## config.mk

```make
export PLATFORM = sky130hd
export DESIGN_NAME = audio_mixer_multich_flat
export DESIGN_NICKNAME = d
export VERILOG_FILES = /design/src/rtl/audio_mixer_multich_if.sv /design/src/rtl/audio_mixer_multich.sv /design/src/flat_wrapper.sv
export SDC_FILE = /design/constraint.sdc
export NUM_CORES = 1
export LEC_CHECK = 0
export BUFFER_PORTS_ARGS = -buffer_cell sky130_fd_sc_hd__buf_4
export CORE_UTILIZATION = 54
export CTS_BUF_LIST = sky130_fd_sc_hd__clkbuf_2
export DETAILED_ROUTE_END_ITERATION = 16
export PLACE_DENSITY = 0.75
export SETUP_SLACK_MARGIN = 0.5
export SLEW_MARGIN = 20
export SYNTH_ARGS = -nofsm -noshare
export SYNTH_HDL_FRONTEND = slang
export SYNTH_SLANG_ARGS = --single-unit
export TNS_END_PERCENT = 5
```

## constraint.sdc

```tcl
create_clock -name clk -period 7.19 [get_ports clk]
set_input_delay 0.719 -clock clk [delete_from_list [all_inputs] [get_ports clk]]
set_output_delay 0.719 -clock clk [all_outputs]
set_load 0.005 [all_outputs]
```

## src/rtl/audio_mixer_multich_if.sv

```systemverilog
// ZX-Uno register-port bundle between the CPU bus decoder (master) and the mixer (slave).
interface audio_mixer_multich_if;
  logic [7:0] zxuno_addr;
  logic       zxuno_regrd;
  logic       zxuno_regwr;
  logic [7:0] din;
  logic [7:0] dout;
  logic       oe_n;

  modport master (
    output zxuno_addr, zxuno_regrd, zxuno_regwr, din,
    input  dout, oe_n
  );

  modport slave (
    input  zxuno_addr, zxuno_regrd, zxuno_regwr, din,
    output dout, oe_n
  );
endinterface

```

## src/rtl/audio_mixer_multich.sv

```systemverilog
// N-channel audio mixer: per-channel volume registers on the ZX-Uno port,
// a time-multiplexed MAC sequencer producing a saturated PCM sample, and a
// first-order sigma-delta DAC running every clock.
// Optional build macro: MIXER_STEREO_EN adds per-channel L/R routing, a second
// accumulator/saturator and a second modulator (pcm_out reports the left path).
//
// state | meaning
// IDLE  | waiting for sample_tick
// LOAD  | snapshot ch_in, clear accumulators
// ACC   | one channel per clk: acc += ch[k]*vol[k]
// DONE  | sample published (pcm_valid high), back to IDLE
module audio_mixer_multich #(
  parameter int         NUM_CH  = 8,
  parameter int         CH_W    = 8,
  parameter int         VOL_W   = 4,
  parameter logic [7:0] REG_IDX = 8'hF6,
  parameter logic [7:0] REG_VOL = 8'hF7
) (
  input  logic                     clk,
  input  logic                     rst,
  input  logic                     sample_tick,
  input  logic [NUM_CH*CH_W-1:0]   ch_in,
  audio_mixer_multich_if.slave     zx,
  output logic [CH_W-1:0]          pcm_out,
  output logic                     pcm_valid,
  output logic                     audio_out_l,
  output logic                     audio_out_r
);

  localparam int KW     = $clog2(NUM_CH);
  localparam int PROD_W = CH_W + VOL_W;
  // Sized so NUM_CH full-scale products can never wrap.
  localparam int ACC_W  = CH_W + VOL_W + KW;
  localparam int PCM_MAX = (2 ** CH_W) - 1;
  localparam logic [VOL_W-1:0] VOL_RST = VOL_W'(2 ** (VOL_W - 1));

  typedef enum logic [1:0] {S_IDLE, S_LOAD, S_ACC, S_DONE} state_t;

  state_t            state_q, state_d;
  logic [KW-1:0]     cnt_q, cnt_d;
  logic [3:0]        idx_q, idx_d;
  logic [VOL_W-1:0]  vol_q [NUM_CH];
  logic [VOL_W-1:0]  vol_d [NUM_CH];
  logic [CH_W-1:0]   ch_q  [NUM_CH];
  logic [CH_W-1:0]   ch_d  [NUM_CH];
  logic [ACC_W-1:0]  acc_l_q, acc_l_d, acc_l_next;
  logic [CH_W-1:0]   pcm_l_q, pcm_l_d;
  logic              pcm_valid_q, pcm_valid_d;
  logic [CH_W:0]     sd_l_q, sd_l_d;

  logic [CH_W-1:0]   cur_ch;
  logic [VOL_W-1:0]  cur_vol;
  logic [PROD_W-1:0] prod;
  logic [VOL_W-1:0]  sel_vol;
  logic [1:0]        sel_route;
  logic [7:0]        vol_byte;
  logic              hit_idx, hit_vol, rd_en;
  logic              unused_din;

`ifdef MIXER_STEREO_EN
  logic [1:0]        route_q [NUM_CH];
  logic [1:0]        route_d [NUM_CH];
  logic [1:0]        cur_route;
  logic [ACC_W-1:0]  acc_r_q, acc_r_d, acc_r_next;
  logic [CH_W-1:0]   pcm_r_q, pcm_r_d;
  logic [CH_W:0]     sd_r_q, sd_r_d;
`endif

  // Only the low data bits carry register content.
  assign unused_din = ^zx.din;

  function automatic logic [CH_W-1:0] saturate(input logic [ACC_W-1:0] a);
    logic [ACC_W-1:0] s;
    s = a >> VOL_W;
    if (s > ACC_W'(PCM_MAX)) return '1;
    return s[CH_W-1:0];
  endfunction

  // Register file: idx/vol/route writes and combinational read-back.
  always_comb begin
    idx_d     = idx_q;
    vol_d     = vol_q;
    sel_vol   = '0;
    sel_route = 2'b00;
`ifdef MIXER_STEREO_EN
    route_d   = route_q;
`endif
    hit_idx = (zx.zxuno_addr == REG_IDX);
    hit_vol = (zx.zxuno_addr == REG_VOL);
    if (zx.zxuno_regwr && hit_idx) idx_d = zx.din[3:0];
    // idx values beyond the last channel match no slot, so such writes drop.
    for (int k = 0; k < NUM_CH; k++) begin
      if (idx_q == 4'(k)) begin
        sel_vol = vol_q[k];
`ifdef MIXER_STEREO_EN
        sel_route = route_q[k];
`endif
        if (zx.zxuno_regwr && hit_vol) begin
          vol_d[k] = zx.din[VOL_W-1:0];
`ifdef MIXER_STEREO_EN
          route_d[k] = zx.din[5:4];
`endif
        end
      end
    end
    vol_byte = 8'(sel_vol) | {2'b00, sel_route, 4'h0};
    rd_en    = zx.zxuno_regrd & (hit_idx | hit_vol);
    zx.oe_n  = ~rd_en;
    zx.dout  = 8'h00;
    if (rd_en) zx.dout = hit_idx ? {4'h0, idx_q} : vol_byte;
  end

  // Mix sequencer: next state, MAC step and saturation on the last channel.
  always_comb begin
    state_d     = state_q;
    cnt_d       = cnt_q;
    ch_d        = ch_q;
    acc_l_d     = acc_l_q;
    pcm_l_d     = pcm_l_q;
    pcm_valid_d = 1'b0;
    cur_ch      = '0;
    cur_vol     = '0;
`ifdef MIXER_STEREO_EN
    cur_route   = 2'b00;
    acc_r_d     = acc_r_q;
    pcm_r_d     = pcm_r_q;
`endif
    for (int k = 0; k < NUM_CH; k++) begin
      if (cnt_q == KW'(k)) begin
        cur_ch  = ch_q[k];
        cur_vol = vol_q[k];
`ifdef MIXER_STEREO_EN
        cur_route = route_q[k];
`endif
      end
    end
    prod = PROD_W'(cur_ch) * PROD_W'(cur_vol);
`ifdef MIXER_STEREO_EN
    acc_l_next = acc_l_q + (cur_route[0] ? ACC_W'(prod) : '0);
    acc_r_next = acc_r_q + (cur_route[1] ? ACC_W'(prod) : '0);
`else
    acc_l_next = acc_l_q + ACC_W'(prod);
`endif
    case (state_q)
      S_IDLE: if (sample_tick) state_d = S_LOAD;
      S_LOAD: begin
        for (int k = 0; k < NUM_CH; k++) ch_d[k] = ch_in[k*CH_W +: CH_W];
        acc_l_d = '0;
`ifdef MIXER_STEREO_EN
        acc_r_d = '0;
`endif
        cnt_d   = '0;
        state_d = S_ACC;
      end
      S_ACC: begin
        acc_l_d = acc_l_next;
`ifdef MIXER_STEREO_EN
        acc_r_d = acc_r_next;
`endif
        if (cnt_q == KW'(NUM_CH - 1)) begin
          // Saturate from the final sum so the sample is visible in DONE.
          pcm_l_d     = saturate(acc_l_next);
`ifdef MIXER_STEREO_EN
          pcm_r_d     = saturate(acc_r_next);
`endif
          pcm_valid_d = 1'b1;
          state_d     = S_DONE;
        end else begin
          cnt_d = cnt_q + 1'b1;
        end
      end
      S_DONE:  state_d = S_IDLE;
      default: state_d = S_IDLE;
    endcase
  end

  // Sigma-delta modulators: carry out of the CH_W-bit residue is the bitstream.
  always_comb begin
    sd_l_d = {1'b0, sd_l_q[CH_W-1:0]} + {1'b0, pcm_l_q};
`ifdef MIXER_STEREO_EN
    sd_r_d = {1'b0, sd_r_q[CH_W-1:0]} + {1'b0, pcm_r_q};
`endif
  end

  // State registers; reset aborts any cycle in flight.
  always_ff @(posedge clk or posedge rst) begin
    if (rst) begin
      state_q     <= S_IDLE;
      cnt_q       <= '0;
      idx_q       <= '0;
      acc_l_q     <= '0;
      pcm_l_q     <= '0;
      pcm_valid_q <= 1'b0;
      sd_l_q      <= '0;
      for (int k = 0; k < NUM_CH; k++) begin
        vol_q[k] <= VOL_RST;
        ch_q[k]  <= '0;
      end
`ifdef MIXER_STEREO_EN
      for (int k = 0; k < NUM_CH; k++) route_q[k] <= 2'b11;
      acc_r_q <= '0;
      pcm_r_q <= '0;
      sd_r_q  <= '0;
`endif
    end else begin
      state_q     <= state_d;
      cnt_q       <= cnt_d;
      idx_q       <= idx_d;
      acc_l_q     <= acc_l_d;
      pcm_l_q     <= pcm_l_d;
      pcm_valid_q <= pcm_valid_d;
      sd_l_q      <= sd_l_d;
      vol_q       <= vol_d;
      ch_q        <= ch_d;
`ifdef MIXER_STEREO_EN
      route_q <= route_d;
      acc_r_q <= acc_r_d;
      pcm_r_q <= pcm_r_d;
      sd_r_q  <= sd_r_d;
`endif
    end
  end

  assign pcm_out     = pcm_l_q;
  assign pcm_valid   = pcm_valid_q;
  assign audio_out_l = sd_l_q[CH_W];
`ifdef MIXER_STEREO_EN
  assign audio_out_r = sd_r_q[CH_W];
`else
  assign audio_out_r = sd_l_q[CH_W];
`endif

endmodule

```

## src/flat_wrapper.sv

```systemverilog
// flat-port wrapper written by rule: the top's interface ports become plain ports
module audio_mixer_multich_flat 
#(
  parameter int         NUM_CH  = 8,
  parameter int         CH_W    = 8,
  parameter int         VOL_W   = 4,
  parameter logic [7:0] REG_IDX = 8'hF6,
  parameter logic [7:0] REG_VOL = 8'hF7
)
  (clk, rst, sample_tick, ch_in, pcm_out, pcm_valid, audio_out_l, audio_out_r, zx_zxuno_addr, zx_zxuno_regrd, zx_zxuno_regwr, zx_din, zx_dout, zx_oe_n);
  audio_mixer_multich_if zx_i ();
  input  logic clk;
  input  logic rst;
  input  logic sample_tick;
  input  logic [NUM_CH*CH_W-1:0] ch_in;
  output logic [CH_W-1:0] pcm_out;
  output logic pcm_valid;
  output logic audio_out_l;
  output logic audio_out_r;
  input wire logic [$bits(zx_i.zxuno_addr)-1:0] zx_zxuno_addr;
  input wire logic [$bits(zx_i.zxuno_regrd)-1:0] zx_zxuno_regrd;
  input wire logic [$bits(zx_i.zxuno_regwr)-1:0] zx_zxuno_regwr;
  input wire logic [$bits(zx_i.din)-1:0] zx_din;
  output wire logic [$bits(zx_i.dout)-1:0] zx_dout;
  output wire logic [$bits(zx_i.oe_n)-1:0] zx_oe_n;
  assign zx_i.zxuno_addr = zx_zxuno_addr;
  assign zx_i.zxuno_regrd = zx_zxuno_regrd;
  assign zx_i.zxuno_regwr = zx_zxuno_regwr;
  assign zx_i.din = zx_din;
  assign zx_dout = zx_i.dout;
  assign zx_oe_n = zx_i.oe_n;
  audio_mixer_multich #(.NUM_CH(NUM_CH), .CH_W(CH_W), .VOL_W(VOL_W), .REG_IDX(REG_IDX), .REG_VOL(REG_VOL)) u_core (.clk(clk), .rst(rst), .sample_tick(sample_tick), .ch_in(ch_in), .zx(zx_i), .pcm_out(pcm_out), .pcm_valid(pcm_valid), .audio_out_l(audio_out_l), .audio_out_r(audio_out_r));
endmodule
```

==> run_results.csv, run 1 <==
group,metric,value,unit
timing,slew_headroom,41.7,%
clock_network,cts-buffers-inserted,17,
die,die-area,15600,sq um
global_routing,grt_max_degree,93,
cells_and_area,nets,1020,
route,routedWlPerCell,17.4,um
die,fp.dieH,125,um
timing,worst_pin_slew,0.871,ns
clock_network,insertion_delay,0.76,ns
synth,syn_inst,793,
route,via_per_inst,5.80,
timing,max_freq,157,MHz
timing,finalCriticalPeriod,6.35,ns
die,initial_core_util,55.6,%
worst_setup_path,critPathMaxStageDelay,0.67,ns
cells_and_area,drive_gt1_share,27.8,%
worst_setup_path,critPathRequiredTime,7.83,ns
place,port_buffers,96,
synth,yosysTopAreaCell,"dfrtp_1",
timing,timing.final.crit_share,88.3,%
timing,slew_violations,0,
place,dp_hpwl,13.8,mm
synth,yosys_warnings,0,
synth,yosysMostFrequentCell,"dfrtp_1",
global_routing,antenna_found_initial,1,
worst_setup_path,crit_fanout,17,
run,maxCapViolCount,0,
cells_and_area,fillCellCount,1185,
worst_setup_path,arrival,6.99,ns
synth,synth_ff_type,"dfrtp_1",
status,violations,"design-rule violations",
clock_network,clkTransAtPathRegs,0.25,ns
global_routing,grt_pass1_wl,30.7,mm
timing,finalWorstSetupSlack,0.839,ns
synth,syn-cell-area,8140,sq um
worst_setup_path,slowest_stage,"dfrtp_1",
place,gp_congestion,0.907,
pwr,p_leak,0.00430,uW
clock_network,cts_tree,"yes",
route,drtIter0Drc,408,
global_routing,grt.overflow.total,0,
clock_network,root_buffer,"clkbuf_2",
status,outcome,"finished, violations left",
pwr,power_per_cell_area,326,nW/um^2
clock_network,ctsHoldBuffers,0,
die,rows,44,
worst_setup_path,crit_type,"reg -> reg",
pwr,vdd_drop_max,0.196,mV
synth,synth-async-reset-ratio,100,%
min_path,hold_path_class,"in -> async",
timing,tns,0,ns
global_routing,track_usage,25.1,%
route,drc,9,
synth,synthTopCellsByCount,"dfrtp_1, mux2_2, nand2_1",
die,core,14600,sq um
synth,syn_area_per_cell,10.3,sq um
worst_setup_path,worst_path_most_repeated_cell,"fa_1",
worst_setup_path,critPathLaunchType,"flip-flop",
die,io_pins,105,
route,vias,6219,
synth,synth-edff-count,0,
clock_network,cts_num_sinks,138,
timing,rsz0062_at_grt,"false",
cells_and_area,area_delta_synth_final,13.0,%
die,die_x,125,um
worst_setup_path,crit_chain,"ha_2, nor2_1, nand2_1, o22ai_1, a221o_1, nor2_1, fa_1, fa_1, inv_1, fa_1, inv_1, ha_1, a21o_1, a31oi_1, a21oi_2, o41ai_4, xnor2_1, o2111ai_2, o22a_1",
synth,yosys-top-cells-area,"dfrtp_1, mux2_2, ha_1",
timing,final.setup_skew,0.0566,ns
route,detail-route-antenna-nets,0,
clock_network,h-tree-depth,4,
synth,yosys.area.top_type_share,40.0,%
place,dp_slack,0.609,ns
synth,synth.ff_latch_count,138,
synth,synth.yosys.seq_area_share,42.6,%
worst_setup_path,endpoint_kind,"flip-flop",
clock_network,clockBufferDepth,2,
route,wl,18.7,mm
synth,yosysUniqueCellTypes,59,
global_routing,grt_pass1_vias,6299,
route,dr.pass1.iters,12,
timing,report.final.hold_viol_count,0,
timing,setup_violations,0,
sequential cells by signal (all words and copies together), names as in the netlist:
register	flops
u_core.ch_q	64
u_core.vol_q	32
u_core.acc_l_q	15
u_core.sd_l_q	9
u_core.pcm_out	8
u_core.idx_q	4
u_core.cnt_q	3
u_core.state_q	2
u_core.pcm_valid	1
area by class of cell:
class / count / area, sq um / share of cell area (%)
clock inverter: 14 / 121 / 1.32
multi-input combinational: 544 / 4250 / 46.2
clock buffer: 18 / 90.1 / 0.980
antenna: 1 / 2.50 / 0.0272
inverter: 70 / 268 / 2.91
sequential: 138 / 3460 / 37.7
tap: 184 / 230 / 2.50
timing repair buffer: 103 / 773 / 8.41
placed cells by master (no fill, tap or decap), types with 5 or more instances in the layout:
master	instances
inv_1	68
xnor2_1	10
o22ai_1	15
dfstp_2	8
nand3b_1	16
a21o_1	5
buf_4	103
inv_6	5
a22oi_1	5
dfrtp_1	130
mux2_2	90
o22a_1	8
a311oi_1	9
ha_1	34
clkinvlp_4	5
nor2_1	59
o21ai_1	11
or2_1	5
fa_1	22
o21ai_0	38
clkbuf_2	18
a221o_1	7
xor2_1	5
a21oi_1	42
a211oi_1	5
nor3_1	6
a22o_1	7
nor2b_1	7
a211o_1	5
nand2_1	72
nand3_1	7
cell families after synthesis:
kind of cell	after synthesis	share of synthesized area [%]
xor gates and xnor gates	15	1.61
other	1	0.0461
muxes	95	13.2
AOI/OAI and AO/OA	182	14.9
buffers and inverters	114	5.67
and+or+nand+nor	187	10.6
adders and majority gates	61	11.4
DFF	138	42.6
worst max-delay path: cells and delay by family (launching register included):
family          cells  cell delay (ns)
compound gates      8             2.15
xor+xnor            1             0.21
fa+ha+maj           5             2.37
buf+inv             2             0.09
flops               1             0.67
simple gates        3             0.73
what timing repair did:
action,4_1_cts,5_1_grt
setup buffers,0,2
gates resized for setup,0,5
setup endpoints to repair,0,10
per-layer routing:
| metal | part of all wire, % | track usage, % | vias to the layer above | wire length, um |
|---|---|---|---|---|
| met2 | 49 | 41.4 | 195 | 9220 |
| met5 | 0 | 0 | - | 0 |
| met1 | 43 | 32.1 | 3072 | 8120 |
| li1 | - | - | 2925 | - |
| met3 | 6.0 | 6.62 | 27 | 1120 |
| met4 | 1.4 | 8.28 | 0 | 253 |
through the flow:
stage	instance area (sq um)	utilization (%)	power [uW]	std cells	hold slack (ns)
2_1_floorplan	8150	-	2200	796	0.443
3_3_place_gp	8950	61.1	2490	1037	0.454
3_5_place_dp	8950	61.1	2580	1037	0.469
4_1_cts	9160	62.5	3010	1069	0.0856
5_1_grt	9200	62.8	3210	1072	0.117
6_report	9200	62.8	3000	1072	0.0949
where the power goes:
| part | leakage, uW | internal, uW | total [uW] | switching, uW |
|---|---|---|---|---|
| registers | 0.00169 | 1040 | 1180 | 142 |
| clock network | 0.000121 | 127 | 431 | 304 |
| logic | 0.00249 | 636 | 1390 | 754 |
| total | 0.00430 | 1800 | 3000 | 1200 |
path summary, 6_finish.rpt:
kind,start,slack (ns),cells past startpoint,to
max in group asynchronous,rst,5.94,3,u_core.acc_l_q[13]$_DFFE_PP0P_
min in group clk,ch_in[60],0.18,3,u_core.ch_q[4]$_DFFE_PP0P_
worst min register to register,u_core.sd_l_q[0]$_DFF_PP0_,0.51,1,u_core.sd_l_q[0]$_DFF_PP0_
worst max register to register,u_core.cnt_q[2]$_DFFE_PP0P_,0.84,19,u_core.pcm_out[1]$_DFFE_PP0P_
worst min-delay path,rst,0.09,2,u_core.pcm_out[3]$_DFFE_PP0P_
worst max-delay path,u_core.cnt_q[2]$_DFFE_PP0P_,0.84,19,u_core.pcm_out[1]$_DFFE_PP0P_
(Power assumes the default switching activity.)
==> inputs of run 2 (changes only) <==
--- a/config.mk
+++ b/config.mk
@@ -6,10 +6,10 @@
 export NUM_CORES = 1
 export LEC_CHECK = 0
 export BUFFER_PORTS_ARGS = -buffer_cell sky130_fd_sc_hd__buf_4
-export CORE_UTILIZATION = 54
+export CORE_MARGIN = 4
+export CORE_UTILIZATION = 45
 export CTS_BUF_LIST = sky130_fd_sc_hd__clkbuf_2
 export DETAILED_ROUTE_END_ITERATION = 16
-export PLACE_DENSITY = 0.75
 export SETUP_SLACK_MARGIN = 0.5
 export SLEW_MARGIN = 20
 export SYNTH_ARGS = -nofsm -noshare
==> run 2 against run 1 <==
The flow now finishes without violations. Total power up 0.47%. Count of clock-buffer cells in the layout fell by 1. Design area increased by 0.63%. Combinational power about the same. Wire length rose by 4.4%. Via count fell by 0.88%. Sequential cell count unchanged. Sequential share of layout area down 0.23 points. Critical endpoint is now u_core.pcm_out[5]$_DFFE_PP0P_. Largest cell class unchanged.
==> run_results.csv, run 2 (synthesized netlist as in run 1, its figures left out) <==
group,metric,value,unit
place,place_area,9010,sq um
global_routing,track_usage,20.0,%
cells_and_area,largest_register_ffs,64,
timing,max_freq,161,MHz
min_path,hold_start,"ch_in[62]",
pwr,p_int,1820,uW
cells_and_area,area_delta_synth_final,13.7,%
place,dp_hpwl,14.4,mm
pwr,power_per_cell_area,325,nW/um^2
worst_setup_path,crit_type,"reg -> reg",
timing,slew_headroom,36.6,%
global_routing,grt.overflow.total,0,
cells_and_area,final_common_cell,"dfrtp_1",
die,die-area,20300,sq um
worst_setup_path,r2r_slack,0.99,ns
timing,tns,0,ns
cells_and_area,final_cell_area,9250,sq um
route,detail-route-antenna-nets,0,
die,initial_core_util,46.4,%
die,io_pins,105,
die,rows,48,
status,outcome,"completed",
global_routing,grt_pass1_vias,6336,
timing,setup_violations,0,
timing,report.final.hold_viol_count,0,
clock_network,root_buffer,"clkbuf_2",
run,maxCapViolCount,0,
route,vias,6164,
cells_and_area,largest-register,"u_core.ch_q",
route,via_per_inst,5.53,
pwr,p_leak,0.00431,uW
place,dp_slack,0.789,ns
clock_network,clockBufferDepth,2,
clock_network,clkTransAtPathRegs,0.20,ns
worst_setup_path,endpoint_kind,"flip-flop",
worst_setup_path,r2r_start,"u_core.cnt_q[0]$_DFFE_PP0P_",
clock_network,insertion_delay,0.71,ns
clock_network,cts_tree,"yes",
die,core,17500,sq um
timing,timing.final.crit_share,86.2,%
worst_setup_path,r2r-end,"u_core.pcm_out[5]$_DFFE_PP0P_",
min_path,min_path_cells,3,
worst_setup_path,critPathLaunchType,"flip-flop",
timing,worst_pin_slew,0.947,ns
global_routing,antenna_found_initial,1,
timing,rsz0062_at_grt,"false",
global_routing,grt_max_degree,83,
route,wl,19.5,mm
cells_and_area,reg_top3,"u_core.ch_q (64), u_core.vol_q (32), u_core.acc_l_q (15)",
die,fp.dieH,142,um
min_path,hold_path_class,"in -> reg",
timing,final.setup_skew,0.0305,ns
clock_network,postCtsSetupBuffers,0,
timing,finalCriticalPeriod,6.20,ns
clock_network,cts_num_sinks,138,
route,drc,0,
min_path,hold_end,"u_core.ch_q[6]$_DFFE_PP0P_",
pwr,p_sw,1190,uW
place,dp.cells,1079,
global_routing,grt_pass1_wl,32.4,mm
cells_and_area,fillCellCount,1616,
worst_setup_path,crit_fanout,17,
route,dr.pass1.iters,5,
place,gp_congestion,0.863,
route,routedWlPerCell,17.5,um
timing,finalWorstSetupSlack,0.990,ns
pwr,vdd_drop_max,0.157,mV
timing,whs,0.203,ns
cells_and_area,drive_gt1_share,27.4,%
place,port_buffers,96,
route,drtIter0Drc,416,
clock_network,h-tree-depth,4,
die,die_x,142,um
worst_setup_path,arrival,6.81,ns
cells_and_area,mostFrequentLayoutCells,"dfrtp_1, buf_4, mux2_2",
pwr,swShare,39.4,%
cells_and_area,final-instance-count-excl-fill,1115,
timing,slew_violations,0,
pwr,power_frac_comb,46.3,%
pwr,seq_power_share,39.1,%
worst_setup_path,r2r_cells,19,
clock_network,cts-buffers-inserted,17,
worst_setup_path,critPathRequiredTime,7.80,ns
cells_and_area,nets,1020,
pwr,pwr-share-clk,14.6,%
run 2: cell type report:
type / instances / area [sq um] / area share [%]
clock buffer: 17 / 85.1 / 0.919
inverter: 70 / 268 / 2.89
clock inverter: 14 / 131 / 1.42
multi-input combinational: 544 / 4240 / 45.8
timing repair buffer: 103 / 779 / 8.42
sequential: 138 / 3460 / 37.4
tap: 225 / 282 / 3.04
antenna: 4 / 10.0 / 0.108
run 2: power by group through the flow:
stage | Sequential (uW) | Combinational [uW] | Clock [uW]
floorplan | 1150 | 1050 | 0
global placement | 1180 | 1340 | 0
detailed placement | 1200 | 1400 | 0
CTS | 1180 | 1400 | 460
global route | 1210 | 1560 | 494
finish | 1180 | 1390 | 440
run 2: worst max-delay path by stage:
stage | slack [ns] | from | cells past startpoint | endpoint
floorplan | 1.55 | u_core.cnt_q[2]$_DFFE_PP0P_ | 22 | u_core.pcm_out[0]$_DFFE_PP0P_
global placement | 0.90 | u_core.cnt_q[0]$_DFFE_PP0P_ | 19 | u_core.pcm_out[7]$_DFFE_PP0P_
detailed placement | 0.79 | u_core.cnt_q[0]$_DFFE_PP0P_ | 19 | u_core.pcm_out[5]$_DFFE_PP0P_
CTS | 0.74 | u_core.cnt_q[0]$_DFFE_PP0P_ | 19 | u_core.pcm_out[7]$_DFFE_PP0P_
global route | 0.58 | u_core.cnt_q[1]$_DFFE_PP0P_ | 23 | u_core.pcm_out[7]$_DFFE_PP0P_
finish | 0.99 | u_core.cnt_q[0]$_DFFE_PP0P_ | 19 | u_core.pcm_out[5]$_DFFE_PP0P_
run 2: worst max-delay path, cell delays in order (launching register included):
cell       delay, ns
dfrtp_1         0.47
ha_1            0.23
ha_2            0.44
inv_1           0.22
nand2_1         0.38
a311oi_1        0.10
a221o_1         0.44
or2_1           0.29
fa_1            0.50
fa_1            0.52
fa_1            0.51
inv_1           0.05
ha_1            0.33
nor2b_2         0.19
o2111ai_1       0.23
nand3b_1        0.14
a31o_1          0.28
a211oi_2        0.25
o2111ai_2       0.26
o22a_1          0.28
run 2: repair_timing:
item | CTS | global route
hold buffers | 1 | 0
endpoints found under the setup margin | 0 | 8
hold endpoints to repair | 46 | 0
resized for setup | 0 | 3
run 2: layer usage:
layer  up-vias  part of all wire, %  GRT usage [%]
li1       2931                    -              -
met1      3041                   46           27.6
met3        23                  5.0           4.07
met5         -                    0              0
met2       169                   48           32.1
met4         0                  1.6           5.95
run 2: through the flow:
| stage | utilization, % | total power, uW |
|---|---|---|
| final | 52.8 | 3010 |
| after global routing | 52.8 | 3260 |
| after floorplan | - | 2200 |
| after global placement | 51.4 | 2530 |
| after CTS | 52.6 | 3040 |
| after detailed placement | 51.4 | 2600 |
==> inputs of run 3 (changes only) <==
--- a/config.mk
+++ b/config.mk
@@ -6,7 +6,7 @@
 export NUM_CORES = 1
 export LEC_CHECK = 0
 export BUFFER_PORTS_ARGS = -buffer_cell sky130_fd_sc_hd__buf_4
-export CORE_MARGIN = 4
+export CORE_MARGIN = 8
 export CORE_UTILIZATION = 45
 export CTS_BUF_LIST = sky130_fd_sc_hd__clkbuf_2
 export DETAILED_ROUTE_END_ITERATION = 16
==> run 3 against run 2 <==
Core utilization decreased by 0.84 points. Combinational power hardly changed. Critical endpoint is now u_core.pcm_out[6]$_DFFE_PP0P_. Final cell count about the same. Maximum frequency is 0.33% higher. Critical path depth is the same. Global-route usage down 2.1 points. Sequential cell count stayed put. Hold slack got worse by 0.052 ns.
==> run_results.csv, run 3 (synthesized netlist as in run 1, its figures left out) <==
group,metric,value,unit
timing,finalCriticalPeriod,6.18,ns
timing,setup_violations,0,
pwr,swShare,40.5,%
worst_setup_path,r2r_start,"u_core.cnt_q[1]$_DFFE_PP0P_",
place,gp_congestion,0.858,
cells_and_area,utilization,51.9,%
clock_network,clockBufferDepth,2,
clock_network,insertion_delay,0.77,ns
timing,slew_headroom,41.8,%
route,dr.pass1.iters,4,
global_routing,met3_usage,3.82,%
timing,max_freq,162,MHz
worst_setup_path,r2r_slack,1.01,ns
global_routing,grt.busiest_layer,"met2",
die,fp.dieH,150,um
global_routing,met2_usage,29.4,%
min_path,hold_start,"ch_in[62]",
timing,slew_violations,0,
status,outcome,"completed",
cells_and_area,drive_gt1_share,27.8,%
pwr,seq_power_share,38.7,%
place,port_buffers,96,
timing,timing.final.crit_share,85.9,%
die,rows,49,
timing,worst_pin_slew,0.874,ns
worst_setup_path,crit_type,"reg -> reg",
global_routing,grt_pass1_wl,32.4,mm
timing,tns,0,ns
global_routing,grt_pass1_vias,6455,
clock_network,cts_num_sinks,138,
pwr,p_leak,0.00432,uW
global_routing,track_usage,18.0,%
worst_setup_path,slowest_stage,"fa_1",
worst_setup_path,arrival,6.84,ns
run,maxCapViolCount,0,
die,io_pins,105,
cells_and_area,final_common_cell,"dfrtp_1",
cells_and_area,mostFrequentLayoutCells,"dfrtp_1, buf_4, mux2_2",
place,dp.cells,1082,
cells_and_area,seqCellArea,3460,sq um
worst_setup_path,critPathRequiredTime,7.85,ns
clock_network,cts-buffers-inserted,17,
worst_setup_path,critPathMaxStageDelay,0.54,ns
route,drtIter0Drc,319,
route,detail-route-antenna-nets,0,
route,routedWlPerCell,17.5,um
min_path,min_path_cells,3,
cells_and_area,area_delta_synth_final,13.8,%
route,vias,6102,
cells_and_area,reg_top3,"u_core.ch_q (64), u_core.vol_q (32), u_core.acc_l_q (15)",
global_routing,antenna_found_initial,1,
pwr,p_sw,1230,uW
pwr,power_frac_comb,45.4,%
worst_setup_path,endpoint_kind,"flip-flop",
global_routing,use_met1,23.3,%
route,drc,0,
global_routing,grt.overflow.total,0,
pwr,pwr-share-clk,15.9,%
place,dp_hpwl,14.8,mm
pwr,power_per_cell_area,328,nW/um^2
clock_network,cts_tree,"yes",
worst_setup_path,path_delay_family,"adder cells",
worst_setup_path,path_buf_inv,3,
clock_network,root_buffer,"clkbuf_2",
die,die-area,22600,sq um
worst_setup_path,r2r-end,"u_core.pcm_out[6]$_DFFE_PP0P_",
min_path,hold_end,"u_core.ch_q[6]$_DFFE_PP0P_",
worst_setup_path,crit_path_start,"u_core.cnt_q[1]$_DFFE_PP0P_",
global_routing,grt_max_degree,73,
route,via_per_inst,5.47,
pwr,p_int,1810,uW
clock_network,h-tree-depth,4,
pwr,vdd_drop_max,0.158,mV
cells_and_area,largest_register_ffs,64,
die,core,17800,sq um
worst_setup_path,r2r_cells,19,
timing,rsz0062_at_grt,"false",
worst_setup_path,critPathLaunchType,"flip-flop",
timing,report.final.hold_viol_count,0,
cells_and_area,final-instance-count-excl-fill,1116,
cells_and_area,nets,1019,
clock_network,postCtsSetupBuffers,0,
min_path,hold_path_class,"in -> reg",
die,die_x,150,um
clock_network,clkTransAtPathRegs,0.26,ns
worst_setup_path,crit_chain,"inv_1, ha_2, nand3b_1, o22ai_1, a221o_1, nor2_1, fa_1, fa_1, inv_1, fa_1, inv_1, ha_1, a21o_1, a31oi_1, a21oi_2, o41ai_4, xnor2_1, o2111ai_2, o22a_1",
cells_and_area,multi_input_area,4240,sq um
cells_and_area,fillCellCount,1661,
die,initial_core_util,45.6,%
route,wl,19.6,mm
worst_setup_path,crit_fanout,28,
timing,final.setup_skew,0.0451,ns
cells_and_area,largest-register,"u_core.ch_q",
[run 3: cell count changes in the layout (fill, tap and decap cells not counted), moves of 2 or more]
cell | before | now
clkinvlp_4 | 4 | 1
diode_2 | 4 | 1
clkinv_2 | 5 | 2
clkinv_1 | 2 | 0
inv_8 | 0 | 4
inv_6 | 2 | 7
[run 3: stage by stage]
step | hold WS (ns) | power, uW | setup WS (ns) | instance area [sq um]
after global placement | 0.458 | 2530 | 0.807 | 9000
after detailed placement | 0.496 | 2590 | 0.600 | 9000
after floorplan | 0.443 | 2200 | 1.55 | 8150
final | 0.152 | 3040 | 1.01 | 9260
after CTS | 0.0825 | 3070 | 0.557 | 9250
after global routing | 0.0763 | 3280 | 0.570 | 9260
[run 3: routing by layer]
layer	vias to the layer above	part of all wire, %
met1	3017	45
met4	0	1.6
li1	2920	-
met2	142	49
met3	23	4.4
met5	-	0
[run 3: power groups by stage]
| stage | Sequential, uW | Clock [uW] | Combinational [uW] |
|---|---|---|---|
| after floorplan | 1150 | 0 | 1050 |
| after detailed placement | 1200 | 0 | 1390 |
| after global routing | 1210 | 532 | 1540 |
| after CTS | 1180 | 499 | 1400 |
| final | 1180 | 484 | 1380 |
| after global placement | 1180 | 0 | 1350 |
[run 3: area by class of cell]
class | instances | area share, %
clock buffers | 17 | 0.918
inverters | 70 | 2.89
diodes | 1 | 0.0270
flip-flops and latches | 138 | 37.4
clock inverters | 15 | 1.66
multi-input cells | 544 | 45.7
repair buffers | 102 | 8.29
well taps | 229 | 3.09
[run 3: worst max-delay path by stage]
stage,cells past startpoint,endpoint
after floorplan,22,u_core.pcm_out[0]$_DFFE_PP0P_
final,19,u_core.pcm_out[6]$_DFFE_PP0P_
after detailed placement,19,u_core.pcm_out[1]$_DFFE_PP0P_
after global routing,20,u_core.pcm_out[6]$_DFFE_PP0P_
after global placement,18,u_core.pcm_out[0]$_DFFE_PP0P_
after CTS,19,u_core.pcm_out[6]$_DFFE_PP0P_
[run 3: repair_timing]
item                                    CTS  global route
resized for setup                         0             4
hold buffers                              1             0
endpoints found under the setup margin    0             9
endpoints found under the hold margin    17             0
[run 3: worst reg2reg max path, delay by kind of cell, from the launching register on]
| kind | cells | cell delay (ns) |
|---|---|---|
| compound gates | 8 | 2.14 |
| xor+xnor | 1 | 0.21 |
| simple gates | 2 | 0.58 |
| flops | 1 | 0.49 |
| fa+ha+maj | 5 | 2.41 |
| buf+inv | 3 | 0.23 |
